===== src/rtl/shift_pkg.sv =====
// Shared definitions for the pipelined barrel shifter: operation mode encodings.
package shift_pkg;

  typedef enum logic [1:0] {
    SHIFT_LSR = 2'b00,
    SHIFT_ASR = 2'b01,
    SHIFT_ROR = 2'b10,
    SHIFT_LSL = 2'b11
  } shift_mode_e;

endpackage


===== src/rtl/shift_stage.sv =====
// One register stage of the shifter: shifts by STEP when its shamt bit is set.
// Every stage holds together on !adv, so backpressure is a single global enable.
module shift_stage
  import shift_pkg::*;
#(
  parameter int WIDTH = 32,
  parameter int TAG_W = 4,
  parameter int STEP  = 1
) (
  input  logic                       clk,
  input  logic                       rst,
  input  logic                       adv,
  input  logic                       valid_i,
  input  logic [WIDTH-1:0]           data_i,
  input  logic [$clog2(WIDTH)-1:0]   shamt_i,
  input  shift_mode_e                mode_i,
  input  logic                       sign_i,
  input  logic [TAG_W-1:0]           tag_i,
  output logic                       valid_o,
  output logic [WIDTH-1:0]           data_o,
  output logic [$clog2(WIDTH)-1:0]   shamt_o,
  output shift_mode_e                mode_o,
  output logic                       sign_o,
  output logic [TAG_W-1:0]           tag_o
);

  localparam int SHAMT_W = $clog2(WIDTH);
  localparam int BIT     = $clog2(STEP);

  logic               valid_q;
  logic [WIDTH-1:0]   data_q, data_d;
  logic [SHAMT_W-1:0] shamt_q;
  shift_mode_e        mode_q;
  logic               sign_q;
  logic [TAG_W-1:0]   tag_q;

  // ASR fills from the operand's original MSB carried in sign_i, not from data_i,
  // because earlier stages may already have replaced data_i's top bit.
  always_comb begin
    data_d = data_i;
    if (shamt_i[BIT]) begin
      unique case (mode_i)
        SHIFT_LSR: data_d = {{STEP{1'b0}}, data_i[WIDTH-1:STEP]};
        SHIFT_ASR: data_d = {{STEP{sign_i}}, data_i[WIDTH-1:STEP]};
        SHIFT_ROR: data_d = {data_i[STEP-1:0], data_i[WIDTH-1:STEP]};
        SHIFT_LSL: data_d = {data_i[WIDTH-1-STEP:0], {STEP{1'b0}}};
        default:   data_d = data_i;
      endcase
    end
  end

  always_ff @(posedge clk) begin
    if (rst) begin
      valid_q <= 1'b0;
      data_q  <= '0;
      shamt_q <= '0;
      mode_q  <= SHIFT_LSR;
      sign_q  <= 1'b0;
      tag_q   <= '0;
    end else if (adv) begin
      valid_q <= valid_i;
      data_q  <= data_d;
      shamt_q <= shamt_i;
      mode_q  <= mode_i;
      sign_q  <= sign_i;
      tag_q   <= tag_i;
    end
  end

  assign valid_o = valid_q;
  assign data_o  = data_q;
  assign shamt_o = shamt_q;
  assign mode_o  = mode_q;
  assign sign_o  = sign_q;
  assign tag_o   = tag_q;

endmodule


===== src/rtl/shift_pipe.sv =====
// Pipelined barrel shifter (LSR/ASR/ROR/LSL), one log2 stage per register, latency SHAMT_W.
// A single advance signal stalls the whole pipe when the output is held; bubbles are kept.
module shift_pipe
  import shift_pkg::*;
#(
  parameter int WIDTH = 32,
  parameter int TAG_W = 4
) (
  input  logic                     clk,
  input  logic                     rst,
  input  logic                     in_valid,
  output logic                     in_ready,
  input  logic [WIDTH-1:0]         in_data,
  input  logic [$clog2(WIDTH)-1:0] in_shamt,
  input  logic [1:0]               in_mode,
  input  logic [TAG_W-1:0]         in_tag,
  output logic                     out_valid,
  input  logic                     out_ready,
  output logic [WIDTH-1:0]         out_data,
  output logic [TAG_W-1:0]         out_tag,
  output logic                     out_zero
);

  localparam int SHAMT_W = $clog2(WIDTH);

  logic               adv;
  logic               valid_a [SHAMT_W+1];
  logic [WIDTH-1:0]   data_a  [SHAMT_W+1];
  logic [SHAMT_W-1:0] shamt_a [SHAMT_W+1];
  shift_mode_e        mode_a  [SHAMT_W+1];
  logic               sign_a  [SHAMT_W+1];
  logic [TAG_W-1:0]   tag_a   [SHAMT_W+1];
  logic               unused_tail;

  assign adv      = !out_valid || out_ready;
  assign in_ready = adv;

  assign valid_a[0] = in_valid;
  assign data_a[0]  = in_data;
  assign shamt_a[0] = in_shamt;
  assign mode_a[0]  = shift_mode_e'(in_mode);
  assign sign_a[0]  = in_data[WIDTH-1];
  assign tag_a[0]   = in_tag;

  for (genvar k = 0; k < SHAMT_W; k++) begin : g_stage
    shift_stage #(
      .WIDTH (WIDTH),
      .TAG_W (TAG_W),
      .STEP  (1 << k)
    ) u_stage (
      .clk     (clk),
      .rst     (rst),
      .adv     (adv),
      .valid_i (valid_a[k]),
      .data_i  (data_a[k]),
      .shamt_i (shamt_a[k]),
      .mode_i  (mode_a[k]),
      .sign_i  (sign_a[k]),
      .tag_i   (tag_a[k]),
      .valid_o (valid_a[k+1]),
      .data_o  (data_a[k+1]),
      .shamt_o (shamt_a[k+1]),
      .mode_o  (mode_a[k+1]),
      .sign_o  (sign_a[k+1]),
      .tag_o   (tag_a[k+1])
    );
  end

  assign out_valid = valid_a[SHAMT_W];
  assign out_data  = data_a[SHAMT_W];
  assign out_tag   = tag_a[SHAMT_W];
  assign out_zero  = ~|data_a[SHAMT_W];

  // Control fields leaving the last stage have no consumer.
  assign unused_tail = ^{shamt_a[SHAMT_W], sign_a[SHAMT_W], 2'(mode_a[SHAMT_W])};

endmodule


===== config.mk =====
export PLATFORM = sky130hd
export DESIGN_NAME = shift_pipe
export DESIGN_NICKNAME = d
export VERILOG_FILES = /design/src/rtl/shift_pkg.sv /design/src/rtl/shift_stage.sv /design/src/rtl/shift_pipe.sv
export SDC_FILE = /design/constraint.sdc
export NUM_CORES = 1
export LEC_CHECK = 0
export CAP_MARGIN = 20
export CORE_ASPECT_RATIO = 2
export CORE_MARGIN = 8
export CORE_UTILIZATION = 60
export CTS_CLUSTER_SIZE = 10
export DETAILED_ROUTE_END_ITERATION = 10
export GPL_TIMING_DRIVEN = 0
export PLACE_DENSITY_LB_ADDON = 0.05
export SETUP_SLACK_MARGIN = 0.02
export SYNTH_ARGS = -nofsm -noshare
export SYNTH_HDL_FRONTEND = slang
export SYNTH_SLANG_ARGS = --single-unit
export TNS_END_PERCENT = 100

===== constraint.sdc =====
create_clock -name clk -period 2.8 [get_ports clk]
set_input_delay 0.42 -clock clk [delete_from_list [all_inputs] [get_ports clk]]
set_output_delay 0.42 -clock clk [all_outputs]
set_load 0.05 [all_outputs]

==> results by group, run 1 <==
Worst hold path
  • Hold WC Path Type: reg -> reg

Yosys
  • Synth area leader: dfxtp_1
  • Synth Register Bits: 207
  • Sequential area share after synthesis: 38.7%
  • Synth warn: 0
  • Ys async rst share: 0%
  • Mean area per synthesized cell: approximately 8 um2
  • Net Count, Synth: 1347
  • Top cell type's share of synthesized area: about two fifths
  • Cell Area, Synth: approximately 11000 um2
  • Post-synth cell types: 31
  • Synth Instances: 1300
  • Top_reg_cell synth: dfxtp_1
  • Top cells by area, synth: dfxtp_1 39%, a211oi_1 7.4%, nand3b_1 6.9%, o31ai_1 6.9%, and3_1 5.7%
  • EDFF count, synth: 0

Global routing
  • Vias in the first global route: approximately 11000
  • Grt ovf: 0
  • Largest net degree at the start of global routing: 13
  • Initial antenna violation count: 1
  • GRT Overall Usage: 31.0%
  • First-pass GRT wire length: 57600 um

Clocking
  • Clk_lat worst skew: 520 ps
  • Clk root buf: clkbuf_16
  • TritonCTS clock tree: built
  • H-tree level count: 1
  • Cts-stage hold buffer count: 0
  • CTS sink cnt: 207
  • Clock-pin slew on the worst setup and hold paths: 60 ps
  • Clk buf depth: 3
  • Postcts setup bufs: 0
  • Total clock buffers created by CTS: 24

Layout
  • Final design utilization: 70.6%
  • Commonest non-fill, non-tap cells in the layout: 207 x dfxtp_1, 156 x nand2_1, 113 x o21ai_0, 105 x a211oi_1
  • Most common cell after layout, fill and taps aside: dfxtp_1
  • Share of layout cells above drive strength 1: about a tenth
  • P&R area growth vs syn: 16.3%
  • Total Nets Final: between 1000 and 1500

Placed design
  • Detailed placement HPWL: 27600 um
  • Pre-CTS setup slack: -21.8 ps
  • Input/output buffers: 84
  • RD Place Congestion: 0.936

Power
  • Pwr Total: 0.00687 W
  • Max IR drop VDD: between 0.0004 and 0.0005 V
  • Pwr dens: 553 nW/um2
  • Leakage power: 4.66 nW

Worst setup path
  • Crit path capture type: primary output
  • Worst-path maximum fanout: 3
  • Type of origin of the critical path: flop
  • Worst EP arrival: 2150 ps
  • WP data required: 2380 ps
  • WS Path Type: reg -> out

STA
  • Worst Tran Pin Value: 786 ps
  • Final setup fails: 0
  • Worst rel slew slack: 47.6%
  • Final Hold Viols: 0
  • Fin. max-slew vios: 0
  • Tcrit/Tclk final: 91.9%
  • RSZ-0062 raised after global routing: false
  • Skew final: 19.1 ps
  • Final worst setup slack: 226 ps
  • Minimum clock period: 2570 ps
  • FMAX: just under 0.4 GHz

Routing
  • Initial drt markers: 1187
  • Drc violations: 0
  • Drt pass-1 iters: 6
  • Final WL: 36600 um
  • Via count: between 10000 and 15000
  • Vias/cell: 6.70
  • Drt wl/cell: 22.5 um
  • Antenna Nets Post-Route: 0

Floorplanning
  • Initial Util: about three fifths
  • # IOs: 86
  • Die area: 22600 um2
  • Num rows: 69
  • Core footprint: between 15000 and 20000 um2
  • Die height: 205 um
  • Width of the chip: 110 um

Job
  • Max cap viols: 0

Status
  • Outcome: complete, no violations
path summary, 6_finish.rpt:
path	start	endpoint	slack, ps	depth (start not counted)
hold reg to reg	g_stage[2].u_stage.tag_o[2]	g_stage[3].u_stage.tag_o[2]	450	2
hold / removal	g_stage[2].u_stage.tag_o[2]	g_stage[3].u_stage.tag_o[2]	450	2
setup / recovery	g_stage[4].u_stage.data_o[31]	out_zero	230	4
setup reg to reg	g_stage[4].u_stage.valid_o	g_stage[0].u_stage.data_o[30]	1140	6
sequential cells by signal, summed over array words and instances (netlist names):
register	count
g_stage.u_stage.data_o	160
g_stage.u_stage.mode_o	8
g_stage.u_stage.shamt_o	10
g_stage.u_stage.sign_o	4
g_stage.u_stage.tag_o	20
g_stage.u_stage.valid_o	5
cell usage after synthesis (8+ instances only):
library cell / n
o31ai_1: 98
mux2_2: 15
a21oi_1: 69
inv_1: 8
nor2_1: 51
buf_2: 43
o21ai_0: 113
and3_1: 98
buf_6: 9
dfxtp_1: 207
clkbuf_1: 83
nand2_1: 156
a211oi_1: 105
a311o_1: 16
buf_4: 39
nand3_1: 8
nand3b_1: 98
a221oi_1: 36
nor4_1: 8
nor3_1: 24
critical path, cell delays in order, from the launching register on:
cell and delay (ps):
dfxtp_1 350, nor4_1 460, nand4_1 180, nor2_1 110, dlygate4sd2_1 540
metal layers:
layer / GRT usage (%) / up-vias / part of all wire, %
met4: 17.1 / 0 / 5.7
met2: 52.6 / 603 / 48
met3: 3.72 / 123 / 8.6
met1: 37.1 / 5135 / 38
li1: - / 5020 / -
met5: 0 / - / 0
cells by family after synthesis:
group,count (synthesis),synth area share (%)
AND/OR/NAND/NOR,448,22.3
multiplexers,15,1.58
AO/OA/AOI/OAI,445,28.3
buffers and inverters,185,9.03
flip-flops,207,38.7
where the power goes:
group | leakage, nW | total, W | switching [W] | internal, W
sequential | 1.70 | 0.00333 | 0.000222 | 0.00311
clock | 0.311 | 0.00271 | 0.00117 | 0.00154
combinational | 2.65 | 0.000826 | 0.000475 | 0.000351
area by class of cell:
type	instances	area, um2
diodes	1	2.50
plain buffers	176	930
clock buffers	26	618
clock inverters	1	16.3
fillers	1410	5170
inverters	9	36.3
multi-input cells	908	5590
flip-flops and latches	207	4140
well taps	213	267
repair buffers	84	838
per-stage QoR:
step                area, um2  hold WS, ps  setup TNS [ps]  instances
floorplan               10700          432               0       1300
global placement        11800          439           -18.6       1597
detailed placement      11800          447           -21.8       1597
finish                  12400          447               0       1625
global route            12400          464               0       1625
CTS                     12400          445               0       1624
repair_timing:
item	CTS	global route
hold endpoints to repair	0	0
resized for setup	2	0
setup endpoints to repair	2	0
Note: power is estimated with default switching activity, not from simulation.
==> inputs of run 2 (changes only) <==
- SLEW_MARGIN: not set -> 10
==> results of run 2 <==
No change in the layout: final DEF, timing and power equal those of run 1.
